<file path="src/rtl/besm_pkg.sv">
// Shared fetch types and widths.
// Used by fetch_ctl and its bench.
package besm_pkg;

  localparam int ADDR_W = 20;
  localparam int WORD_W = 64;

  typedef enum logic {
    IDLE,
    BUSY
  } fetch_state_t;

  typedef enum logic {
    CUR,
    PRE
  } fetch_tgt_t;

endpackage

</file>
<file path="src/rtl/fetch_ctl.sv">
// Instruction fetch sequencer with a one-word prefetch buffer.
// Steps tkk through left/right halves and redirects on jump.
//
// Ports:
//   clk, reset          clock, async active-high reset
//   mem_req/addr        read request, held until mem_ack
//   mem_ack/rdata       completion and data [64:1]
//   dc, tkk, pc         current word, half select, word address
//   ir_valid, ir_take   current half valid / consumed
//   jump, jump_addr,    control transfer strobe and target
//   jump_right          target starts at right half
module fetch_ctl
  import besm_pkg::*;
#(
  parameter logic [ADDR_W-1:0] RESET_PC = 20'h00000
) (
  input  logic              clk,
  input  logic              reset,
  output logic              mem_req,
  output logic [ADDR_W-1:0] mem_addr,
  input  logic              mem_ack,
  input  logic [WORD_W:1]   mem_rdata,
  output logic [WORD_W:1]   dc,
  output logic              tkk,
  output logic [ADDR_W-1:0] pc,
  output logic              ir_valid,
  input  logic              ir_take,
  input  logic              jump,
  input  logic [ADDR_W-1:0] jump_addr,
  input  logic              jump_right
);

  fetch_state_t      r_state, w_state_n;
  fetch_tgt_t        r_tgt, w_tgt_n;
  logic              r_disc, w_disc_n;
  logic [ADDR_W-1:0] r_addr, w_addr_n;
  logic [WORD_W:1]   r_dc, w_dc_n;
  logic [WORD_W:1]   r_pbuf, w_pbuf_n;
  logic              r_pv, w_pv_n;
  logic              r_irv, w_irv_n;
  logic              r_tkk, w_tkk_n;
  logic [ADDR_W-1:0] r_pc, w_pc_n;
  logic              w_take;

  assign w_take = ir_take & r_irv;

  always_comb begin
    w_state_n = r_state;
    w_tgt_n   = r_tgt;
    w_disc_n  = r_disc;
    w_addr_n  = r_addr;
    w_dc_n    = r_dc;
    w_pbuf_n  = r_pbuf;
    w_pv_n    = r_pv;
    w_irv_n   = r_irv;
    w_tkk_n   = r_tkk;
    w_pc_n    = r_pc;

    // consumer side: jump beats take
    if (jump) begin
      w_pc_n  = jump_addr;
      w_tkk_n = jump_right;
      w_irv_n = 1'b0;
      w_pv_n  = 1'b0;
    end else if (w_take) begin
      if (!r_tkk) begin
        w_tkk_n = 1'b1;
      end else begin
        w_tkk_n = 1'b0;
        w_pc_n  = r_pc + ADDR_W'(1);
        if (r_pv) begin
          w_dc_n = r_pbuf;
          w_pv_n = 1'b0;
        end else begin
          // in-flight prefetch now holds the new current word
          w_irv_n = 1'b0;
          w_tgt_n = CUR;
        end
      end
    end

    // memory side; buffer view above already includes this cycle's take/jump
    unique case (r_state)
      BUSY: begin
        if (mem_ack) begin
          w_state_n = IDLE;
          w_disc_n  = 1'b0;
          if (!r_disc && !jump) begin
            if (w_tgt_n == CUR) begin
              w_dc_n  = mem_rdata;
              w_irv_n = 1'b1;
            end else begin
              w_pbuf_n = mem_rdata;
              w_pv_n   = 1'b1;
            end
          end
        end else if (jump) begin
          w_disc_n = 1'b1;
        end
      end
      IDLE: begin
        if (!w_irv_n) begin
          w_state_n = BUSY;
          w_addr_n  = w_pc_n;
          w_tgt_n   = CUR;
        end else if (!w_pv_n) begin
          w_state_n = BUSY;
          w_addr_n  = w_pc_n + ADDR_W'(1);
          w_tgt_n   = PRE;
        end
      end
      default: w_state_n = IDLE;
    endcase
  end

  always_ff @(posedge clk or posedge reset) begin
    if (reset) begin
      r_state <= IDLE;
      r_tgt   <= CUR;
      r_disc  <= 1'b0;
      r_addr  <= '0;
      r_dc    <= '0;
      r_pbuf  <= '0;
      r_pv    <= 1'b0;
      r_irv   <= 1'b0;
      r_tkk   <= 1'b0;
      r_pc    <= RESET_PC;
    end else begin
      r_state <= w_state_n;
      r_tgt   <= w_tgt_n;
      r_disc  <= w_disc_n;
      r_addr  <= w_addr_n;
      r_dc    <= w_dc_n;
      r_pbuf  <= w_pbuf_n;
      r_pv    <= w_pv_n;
      r_irv   <= w_irv_n;
      r_tkk   <= w_tkk_n;
      r_pc    <= w_pc_n;
    end
  end

  assign mem_req  = (r_state == BUSY);
  assign mem_addr = r_addr;
  assign dc       = r_dc;
  assign tkk      = r_tkk;
  assign pc       = r_pc;
  assign ir_valid = r_irv;

endmodule

</file>
<file path="config.mk">
export PLATFORM = sky130hd
export DESIGN_NAME = fetch_ctl
export DESIGN_NICKNAME = d
export VERILOG_FILES = /design/src/rtl/besm_pkg.sv /design/src/rtl/fetch_ctl.sv
export SDC_FILE = /design/constraint.sdc
export NUM_CORES = 1
export LEC_CHECK = 0
export CORE_ASPECT_RATIO = 0.9
export CORE_MARGIN = 4
export CORE_UTILIZATION = 45
export DETAILED_ROUTE_END_ITERATION = 7
export PLACE_DENSITY = 0.77
export SYNTH_ARGS = -nofsm -noshare
export SYNTH_HDL_FRONTEND = slang
export SYNTH_SLANG_ARGS = --single-unit
</file>
<file path="constraint.sdc">
create_clock -name clk -period 5.6 [get_ports clk]
set_input_delay 0.84 -clock clk [delete_from_list [all_inputs] [get_ports clk]]
set_output_delay 0.84 -clock clk [all_outputs]
set_load 0.1 [all_outputs]
</file>
Yosys cells after proc, flatten, opt, wreduce, memory -nomap -nowiden

Index checks and enable logic that the tools add are counted.

$add $sub $neg: 2
Reductions and logical operators: 8
Equality and inequality tests: 1
Bitwise gates (word level): 2
Muxes and demuxes: 44

Operators by type and width:

| operator                                       | count |
|---|---|
| 2-to-1 mux 64 bit                              | 8 |
| 2-to-1 mux 20 bit                              | 5 |
| adder 20 x 1 -> 20 bit (second input constant) | 2 |
| 2-to-1 mux 1 bit                               | 30 |
| AND reduction 2 bit                            | 2 |
| AND reduction 4 bit                            | 1 |
| nonzero test 2 bit                             | 2 |
| logical NOT 1 bit                              | 2 |
| inequality test 2 bit (second input constant)  | 1 |
| one-hot mux 1 bit (2 select lines)             | 1 |
| AND 1 bit                                      | 1 |
| logical AND 1 bit                              | 1 |
| inverter 1 bit                                 | 1 |

Bits of input ports: 90
Flip-flop bits (word level): 174
Word-level logic and storage cells: 67

Logic depth before layout (Yosys ltp)

Gate-level depths: netlist of the first run.

Word-level depth: 8
Mapped depth: 13
Depth with buffers taken out: 11

Worst setup path after synthesis of the first run

OpenSTA, ideal clock, no wires.

Path kind: in2reg
Start point: input jump
End point: register r_addr[18] (netlist: mem_addr[18])
Slack: 1.523 ns
Arrival: 3.953 ns
Buffers on the path: 4
Stages on the path: 13
Setup time: 0.124 ns
Cells stage by stage: buf_2 buf_1 buf_1 clkbuf_1 nand2_1 o21ai_0 ha_1 o211ai_1 a211oi_1 nand4_1 or3_1 o311a_1 a211o_1

Longest elaborated chain between the ends: 4
Elaborated cells between the ends (all ways): 8
Those cells by class: 1 x add/sub; 1 x eq/ne; 5 x mux; 1 x reduce/logical

Ends and longest elaborated chain:

| item                   | RTL line         | text |
|---|---|---|
| from (decl)            | fetch_ctl.sv:28  | `input logic jump,` |
| 2-to-1 mux 20 bit      | fetch_ctl.sv:60  | `if (jump) begin` |
| via w_pc_n[1]          | fetch_ctl.sv:42  | `logic [ADDR_W-1:0] r_pc, w_pc_n;` |
| adder 20 x 1 -> 20 bit | fetch_ctl.sv:108 | `w_addr_n = w_pc_n + ADDR_W'(1);` |
| 2-to-1 mux 20 bit      | fetch_ctl.sv:106 | `end else if (!w_pv_n) begin` |
| 2-to-1 mux 20 bit      | fetch_ctl.sv:102 | `if (!w_irv_n) begin` |
| to (signal assigned)   | fetch_ctl.sv:132 | `r_addr <= w_addr_n;` |
| to (decl)              | fetch_ctl.sv:36  | `logic [ADDR_W-1:0] r_addr, w_addr_n;` |

The timed path passes the listed nets, and every way through them passes these cells. The select of a mux whose other input is x is not followed.
A chain may end at the register's enable or synchronous reset.

Worst setup path after layout of the first run

Start point: input ir_take
End point: register r_addr[18] (netlist: mem_addr[18])

Longest elaborated chain between the ends: 6
Elaborated cells between the ends (all ways): 12
Those cells by class: 1 x add/sub; 1 x eq/ne; 8 x mux; 1 x bitwise; 1 x reduce/logical

Ends and longest elaborated chain:

| item                   | RTL line         | text |
|---|---|---|
| from (decl)            | fetch_ctl.sv:27  | `input logic ir_take,` |
| AND 1 bit              | fetch_ctl.sv:45  | `assign w_take = ir_take & r_irv;` |
| 2-to-1 mux 20 bit      | fetch_ctl.sv:65  | `end else if (w_take) begin` |
| 2-to-1 mux 20 bit      | fetch_ctl.sv:60  |  |
| via w_pc_n[0]          | fetch_ctl.sv:42  |  |
| adder 20 x 1 -> 20 bit | fetch_ctl.sv:108 |  |
| 2-to-1 mux 20 bit      | fetch_ctl.sv:106 |  |
| 2-to-1 mux 20 bit      | fetch_ctl.sv:102 |  |

The timed path passes the listed nets, and every way through them passes these cells. The select of a mux whose other input is x is not followed.

==> metrics.txt, run 1 <==
count leader, synth=dfrtp_1; post-synthesis simple-gate area fraction=13.0%; GRT busiest layer=met2; post-synthesis compound-gate area fraction=10.1%; Static Leak=0.00432 µW; Max Root-Sink Buffers=2; Non-Filler Instances=1,165; ant diodes=0; Slew @ Worst Pin=1.04 ns; fin crit period=4.18 ns; EDFF count, synth=0; list of most frequent post-synthesis cells=174 x dfrtp_1, 87 x nor2_1, 71 x a21oi_1; grt met3 use=6.91%; Max Cap Viol=0; Synth warnings=0; Vias=6,077; xor/xnor share of the synthesized area=2.18%; post-CTS setup buffer count=0; clock latency on the worst-skew pair=0.42 ns; Syn-to-layout area delta=34.5%; R2R depth=11; fin crit share=74.6%; Synth Net Count=824; startpoint type of the worst setup path=primary input; number of global-route vias before repair=6,013; WP buf/inv=1; delay-heaviest family, CP=compound AO/OA/AOI/OAI gates; dpl hpwl=13,500 µm; CTS tree=done; top area cells in the synthesized netlist=dfrtp_1 54%, mux2_2 9.0%, mux2i_1 8.7%, a21oi_1 4.4%, nor2_1 4.1%; die area=20,000 µm²; total track usage=19.5%; synthesized flop and latch total=174; CTS buffer count=17; Hold Path Class=flop to flop; initial antenna violation count=0; adder-cell share of the synthesized area=0.312%; Pwr per Cell Area=529 nW/µm²; crit path DAT=4.49 ns; post-synthesis mux area share=17.7%; Die W=149 µm; cts hold-fix bufs=0; starting density of the core=45.7%; residual DRC count=0; Port Buffers=196; Post-Syn Instances=732; Primary FF master, synth=dfrtp_1; height of the die=135 µm; reg-to-reg setup timing slack=1.92 ns; initial DRC count=293; layout cell share with drive strength beyond 1=13.1%; CTS root buf=clkbuf_16; final setup vio count=0; number of distinct library cells after synthesis=50; CP Max Fanout=8; met2 usage=29.4%; asr flop ratio synth=100%; Critical Path Max Stage Delay=0.68 ns; Post-Place Cells=1,133; GPL Wtd Cong=0.861; Final Hold Fails=0; crit path cell chain=clkdlybuf4s50_1, nand3_1, xor2_1, o21ai_0, ha_1, o211ai_1, a211oi_1, nand4_1, or3_1, o311a_1, a211o_1; synthesized cell area=8030 µm²; Post-CTS Resized=0; CP required=5.91 ns; total grt overflow=0; reg2reg start=pc[0]; critical path depth in cells=11; H-tree Lvls=4; maximum VDD drop=0.380 mV; post-synthesis sequential area ratio=54.2%; setup_tns=0 ns; Net count, final=1,004; routed wire length=19,400 µm; first-pass GRT wire length=31,400 µm; hold_ws=0.480 ns; Top Ports=197; GR Layer Usage met1=26.4%; Mean Syn Cell Area=11.0 µm²; wire length per cell=16.6 µm; Clock Skews=0.0104 ns; Reg-to-Reg End=mem_addr[18]; top cell type's share of synthesized area=54.2%; crit path to=mem_addr[18]; row cnt=46; core footprint=17,600 µm²; vias per cell=5.22; CTS sink cnt=174; Slowest cell on crit path=clkdlybuf4s50_1; Clock transition at path regs=0.07 ns; Slew headroom=30.5%; Layout Utilization=61.5%; Synth area leader=dfrtp_1; main combinational cell family by area after synthesis=multiplexers; RSZ-0062 raised after global routing=false; outcome=finished, final reports clean; Pre-Repair DR Iteration Count=5; post-route ant nets=0; CP Launch Point=ir_take; type of the worst setup path=primary input to flop; Fmax=0.239 GHz; final slew viol count=0; CP endpoint kind=flop; largest net degree at the start of global routing=106
-- area by class of cell --
| class | count | area, µm² |
|---|---|---|
| Fill cell | 1459 | 6750 |
| Sequential cell | 174 | 4350 |
| Multi-Input combinational cell | 508 | 3510 |
| Timing Repair Buffer | 204 | 2020 |
| Clock buffer | 18 | 439 |
| Tap cell | 240 | 300 |
| Clock inverter | 14 | 145 |
| Inverter | 7 | 31.3 |
-- worst register-to-register path: cells and delay by family (launching register included) --
kind / cells / cell delay, ns
fa+ha+maj: 2 / 0.52
flops: 1 / 0.47
compound gates: 6 / 1.62
simple gates: 3 / 0.99
-- sequential cells by signal, summed over array words and instances, names as in the netlist --
register,cells
r_pv,1
pc,20
r_tgt,1
tkk,1
ir_valid,1
r_pbuf,64
mem_addr,20
dc,64
mem_req,1
r_disc,1
-- placed cells by master (no fill, tap or decap), types with 5 or more instances in the layout --
cell and instances:
a21oi_1 71, a31oi_1 7, and3_1 5, buf_4 8
clkbuf_16 17, clkdlybuf4s50_1 196, dfrtp_1 174, inv_1 6
inv_6 5, mux2_2 64, mux2i_1 70, nand2_1 48
nand3_1 16, nand4_1 9, nor2_1 86, nor2b_1 6
nor3_1 5, nor4_1 10, o21ai_0 30, or3_1 8
xnor2_1 13, xor2_1 7
-- stage by stage --
stage	worst slack (ns)	area, µm²	total power, µW
floorplan	0.0432	8030	3910
global placement	1.23	10200	4550
detailed placement	1.05	10200	4590
CTS	1.50	10800	5760
global route	1.07	10800	5960
finish	1.42	10800	5710
-- how the worst min path moves through the flow --
stage,startpoint,to,cells after the start
2_1_floorplan,r_pbuf[42],r_pbuf[42],1
3_3_place_gp,mem_addr[7],mem_addr[7],2
3_5_place_dp,mem_addr[3],mem_addr[3],2
4_1_cts,mem_addr[3],mem_addr[3],2
5_1_grt,mem_addr[0],mem_addr[0],2
6_report,mem_addr[3],mem_addr[3],2
-- cell families (layout without fill, tap and decap cells) --
family | after synthesis | after routing
adder cells (fa/ha/maj) | 2 | 2
buffers and inverters | 50 | 243
AND/OR/NAND/NOR | 218 | 218
XOR/XNOR | 20 | 20
flip-flops | 174 | 174
multiplexers | 134 | 134
AO/OA/AOI/OAI | 134 | 134
-- where the power goes --
group | leakage [µW] | internal, µW | total (µW) | switching (µW)
logic | 0.00201 | 708 | 2660 | 1950
registers | 0.00202 | 1660 | 1900 | 238
clock network | 0.000281 | 606 | 1160 | 550
-- metal layers --
metal | share of wire, % | vias to the layer above
met5 | 0 | -
met4 | 2.0 | 0
met3 | 7.7 | 32
met2 | 47 | 173
met1 | 44 | 2913
li1 | - | 2959
Note: power is estimated with default switching activity, not from simulation.
==> run 2: changes to the inputs <==
- CORE_UTILIZATION: 45 -> 50
- PLACE_DENSITY: 0.77 -> 0.81
- clock period: 5.6 -> 4.08 ns (I/O delays scaled with it)
==> run 2 against run 1 <==
  * Sequential power grew 38%
  * Register-to-register slack got worse by 1.3 ns
  * Total power rose by 40%
  * Worst setup slack got worse by 1.0 ns
==> metrics.txt, run 2 (same netlist as run 1, synthesis figures left out) <==
core footprint=15,600 µm² (-11%); maximum VDD drop=0.632 mV (+66%); type of the worst setup path=primary input to flop; hold path start=mem_addr[2]; cts hold-fix bufs=0 (unchanged); Slew headroom=30.6% (+0.048 points); routed wire length=20,100 µm (+3.7%); die area=18,200 µm² (-9.4%); startpoint type of the worst setup path=primary input; CTS root buf=clkbuf_16; RSZ-0062 raised after global routing=false; Pre-Repair DR Iteration Count=5 (unchanged); total track usage=22.4% (+2.9 points); residual DRC count=0 (unchanged); Max Root-Sink Buffers=2 (unchanged); fin crit period=3.69 ns; Static Leak=0.00442 µW (+2.3%); CTS sink cnt=174 (unchanged); fin worst setup slack=0.386 ns (-1.04 ns); total grt overflow=0 (unchanged); setup_tns=0 ns (unchanged); Die W=142 µm (-4.9%); CP required=4.39 ns (-1.52 ns); Max Cap Viol=0 (unchanged); outcome=finished, final reports clean; fill count=1,160 (-20%); CTS tree=done; number of global-route vias before repair=6,309 (+4.9%); Layout Utilization=70.2% (+8.7 points); R2R depth=11 (unchanged); total power=8000 µW (+40%); Reg-to-Reg End=mem_addr[18]; Net count, final=1,016 (+1.2%); initial antenna violation count=0 (unchanged); vias per cell=5.53 (+6.0%); Post-CTS Resized=0 (unchanged); height of the die=128 µm (-4.8%); Hold Path Class=flop to flop; Port Buffers=196 (unchanged); Pwr per Cell Area=730 nW/µm² (+38%); Post-DP Area=10,300 µm² (+1.1%); GPL Wtd Cong=0.870 (+1.1%); Top Ports=197 (unchanged); initial DRC count=448 (+53%); H-tree Lvls=4 (unchanged); CP endpoint kind=flop; CTS buffer count=17 (unchanged); dpl hpwl=14,100 µm (+4.7%); starting density of the core=51.5% (+5.7 points); final slew viol count=0 (unchanged); row cnt=43 (-6.5%); reg2reg start=pc[0]; fin crit share=90.5%; Vias=6,300 (+3.7%); clock latency on the worst-skew pair=0.43 ns (about the same); CP Max Fanout=5 (-3); largest net degree at the start of global routing=101 (-4.7%); most frequent cells in the layout=196 x clkdlybuf4s50_1, 174 x dfrtp_1, 86 x nor2_1; Final Hold Fails=0 (unchanged); Fmax=0.271 GHz; first-pass GRT wire length=32,600 µm (+3.8%); post-route ant nets=0 (unchanged); design area=11,000 µm² (+1.4%); Setup WS pre-CTS=0.0212 ns (-1.03 ns); ant diodes=0 (unchanged); Clock transition at path regs=0.06 ns (about the same); Slew @ Worst Pin=1.04 ns (-0.000711 ns); Clock Skews=0.0137 ns (+0.00329 ns); layout cell share with drive strength beyond 1=14.1% (+1.0 points); reg-to-reg setup timing slack=0.61 ns (-1.31 ns); wire length per cell=17.6 µm (+6.0%); most common cell after layout, fill and taps aside=clkdlybuf4s50_1; worst hold stages=2 (unchanged); Hold Path Sink=mem_addr[2]; Syn-to-layout area delta=36.5%; crit path DAT=4.00 ns (-0.49 ns); final setup vio count=0 (unchanged); post-CTS setup buffer count=0 (unchanged)
[run 2: cell types whose count changed in the layout (fill, tap and decap cells not counted), sizes merged]
cell      change
clkbuf        +1
buf          +12
clkinvlp      +1
inv           -5
bufinv        +3
[run 2: cell type report]
| cell class | count | area [µm²] | area share [%] |
|---|---|---|---|
| inverters | 7 | 30.0 | 0.274 |
| well taps | 202 | 253 | 2.31 |
| clock buffers | 19 | 443 | 4.04 |
| flip-flops and latches | 174 | 4350 | 39.7 |
| repair buffers | 216 | 2190 | 20.0 |
| multi-input cells | 508 | 3510 | 32.0 |
| clock inverters | 13 | 180 | 1.64 |
[run 2: how the worst max path moves through the flow]
| stage | from | end | cells after the start |
|---|---|---|---|
| 2_1_floorplan | tkk | mem_addr[18] | 11 |
| 3_3_place_gp | ir_take | mem_addr[18] | 11 |
| 3_5_place_dp | ir_take | mem_addr[18] | 11 |
| 4_1_cts | ir_take | mem_addr[18] | 11 |
| 5_1_grt | ir_take | mem_addr[18] | 11 |
| 6_report | ir_take | mem_addr[18] | 11 |
[run 2: power breakdown]
part,internal [µW],total [µW],switching (µW)
logic,983,3680,2690
registers,2280,2620,338
clock network,997,1710,712
[run 2: per-stage QoR]
step	hold slack, ns	std cells
after global placement	0.462	1107
after CTS	0.484	1139
final	0.479	1139
after detailed placement	0.469	1107
after floorplan	0.479	732
after global routing	0.509	1139
[run 2: metal layers]
layer / vias up / global-route usage (%) / routed length (µm)
li1: 2992 / - / -
met1: 3081 / 31.0 / 8740
met2: 198 / 34.6 / 9560
met3: 29 / 5.59 / 1320
met4: 0 / 8.13 / 476
met5: - / 0 / 0
[run 2: critical path, cell delays in order]
cell             delay [ns]
clkdlybuf4s50_1        0.61
nand3_1                0.25
xor2_1                 0.21
o21ai_0                0.33
ha_1                   0.22
o211ai_1               0.13
a211oi_1               0.28
nand4_1                0.24
or3_1                  0.48
o311a_1                0.36
a211o_1                0.27
==> run 3: changes to the inputs <==
- CORE_MARGIN: 4 -> 2
- CTS_CLUSTER_DIAMETER: not set -> 30
==> run 3 against run 2 <==
  * Clock skew is essentially flat
  * Critical path depth did not move
  * Global-route usage grew 1.0 points
  * Critical endpoint unchanged
  * Sequential cell count did not move
  * Clock-buffer cell count decreased by 2
  * Register-to-register slack is essentially flat
==> metrics.txt, run 3 (same netlist as run 1, synthesis figures left out) <==
Final Hold Fails=0 (unchanged); GR Layer Usage met1=30.8% (-0.22 points); Net count, final=1,015 (-0.098%); Clock Skews=0.0142 ns (+0.000487 ns); CTS buffer count=17 (unchanged); CTS root buf=clkbuf_16; Comb pwr share=46.3% (+0.4 points); Setup WS pre-CTS=0.114 ns (+0.0928 ns); reg2reg start=pc[0]; CTS tree=done; total grt overflow=0 (unchanged); GPL Wtd Cong=0.879 (+0.99%); clock latency on the worst-skew pair=0.43 ns (about the same); wire length per cell=16.9 µm (-3.9%); total track usage=23.4% (+1.0 points); post-CTS setup buffer count=0 (unchanged); design area=10,900 µm² (-0.34%); R2R depth=11 (unchanged); dpl hpwl=13,600 µm (-3.8%); CP endpoint kind=flop; CP required=4.39 ns (about the same); Post-DP Area=10,300 µm² (-0.19%); ant diodes=0 (unchanged); cts hold-fix bufs=0 (unchanged); Psw=3700 µW (-1.0%); CTS sink cnt=174 (unchanged); Post-CTS Resized=0 (unchanged); Power Internal=4230 µW (-0.60%); Vias=6,186 (-1.8%); fin worst setup slack=0.502 ns (+0.116 ns); Port Buffers=196 (unchanged); Switching Share=46.7% (-0.11 points); type of the worst setup path=primary input to flop; first-pass GRT wire length=31,200 µm (-4.4%); post-route ant nets=0 (unchanged); Slew headroom=30.4% (-0.20 points); number of global-route vias before repair=6,130 (-2.8%); die area=17,100 µm² (-5.9%); Max Cap Viol=0 (unchanged); Syn-to-layout area delta=36.0%; fin crit period=3.58 ns (-0.116 ns); register share of total power=32.8% (about the same); largest net degree at the start of global routing=84 (-17%); Slew @ Worst Pin=1.04 ns (+0.00303 ns); Reg-to-Reg End=mem_addr[18]; fill count=1,190 (+2.6%); Die W=138 µm (-2.8%); final slew viol count=0 (unchanged); initial antenna violation count=0 (unchanged); GRT busiest layer=met2; starting density of the core=51.6% (+0.18 points); startpoint type of the worst setup path=primary input; met2 usage=36.7% (+2.2 points); Static Leak=0.00439 µW (-0.52%); core footprint=15,500 µm² (-0.34%); most common cell after layout, fill and taps aside=clkdlybuf4s50_1; H-tree Lvls=4 (unchanged); row cnt=43 (unchanged); hold path start=mem_addr[3]; Hold Path Class=flop to flop; vias per cell=5.44 (-1.6%); CP Max Fanout=5 (unchanged); height of the die=124 µm (-3.1%); Top Ports=197 (unchanged); setup_tns=0 ns (unchanged); final setup vio count=0 (unchanged); Max Root-Sink Buffers=2 (unchanged); residual DRC count=0 (unchanged); initial DRC count=358 (-20%); RSZ-0062 raised after global routing=false; Clock power frac=20.9% (-0.5 points); layout cell share with drive strength beyond 1=14.0% (-0.077 points); Clock transition at path regs=0.06 ns (about the same); Pwr per Cell Area=727 nW/µm² (-0.45%); fin crit share=87.7% (-2.8 points); routed wire length=19,300 µm (-4.1%); Pre-Repair DR Iteration Count=5 (unchanged); reg-to-reg setup timing slack=0.60 ns (about the same); Hold Path Sink=mem_addr[3]; maximum VDD drop=0.535 mV (-15%); crit path DAT=3.89 ns (-0.11 ns); outcome=finished, final reports clean; most frequent cells in the layout=196 x clkdlybuf4s50_1, 174 x dfrtp_1, 86 x nor2_1; grt met3 use=7.01% (+1.4 points); worst hold stages=2 (unchanged); Fmax=0.279 GHz (+3.2%)
## run 3: power by group through the flow
| stage | sequential [µW] | combinational [µW] | clock [µW] |
|---|---|---|---|
| after floorplan | 4670 | 692 | 0 |
| after global placement | 2600 | 3640 | 0 |
| after detailed placement | 2620 | 3690 | 0 |
| after CTS | 2600 | 3700 | 1690 |
| after global routing | 2670 | 3820 | 1790 |
| final | 2600 | 3680 | 1660 |
## run 3: through the flow
stage               util, %  cells  power [µW]  hold WS (ns)
floorplan                 -    732        5360         0.479
global placement       66.3   1106        6250         0.463
detailed placement     66.3   1106        6310         0.479
CTS                    70.2   1137        7980         0.493
global route           70.2   1137        8280         0.512
finish                 70.2   1137        7940         0.486
## run 3: layout make-up
| type | instances | area (µm²) | area share [%] |
|---|---|---|---|
| multi-input combinational | 508 | 3510 | 32.1 |
| timing repair buffer | 215 | 2170 | 19.8 |
| sequential | 174 | 4350 | 39.9 |
| tap | 202 | 253 | 2.31 |
| clock buffer | 17 | 425 | 3.90 |
| inverter | 7 | 30.0 | 0.275 |
| clock inverter | 14 | 180 | 1.65 |
## run 3: worst max path at each step
stage | end | from | cells after the start
floorplan | mem_addr[18] | tkk | 11
global placement | mem_addr[18] | ir_take | 11
detailed placement | mem_addr[18] | ir_take | 11
CTS | mem_addr[18] | ir_take | 11
global route | mem_addr[18] | ir_take | 11
finish | mem_addr[18] | ir_take | 11
## run 3: worst max-delay path: stages
cell and delay, ns:
clkdlybuf4s50_1 0.58, nand3_1 0.20, xor2_1 0.19, o21ai_0 0.31, ha_1 0.21, o211ai_1 0.12
a211oi_1 0.27, nand4_1 0.26, or3_1 0.49, o311a_1 0.37, a211o_1 0.26
## run 3: per-layer routing
| layer | wire, µm | up-vias |
|---|---|---|
| met3 | 1240 | 30 |
| met1 | 8430 | 2995 |
| met5 | 0 | - |
| met4 | 513 | 0 |
| met2 | 9080 | 167 |
| li1 | - | 2994 |
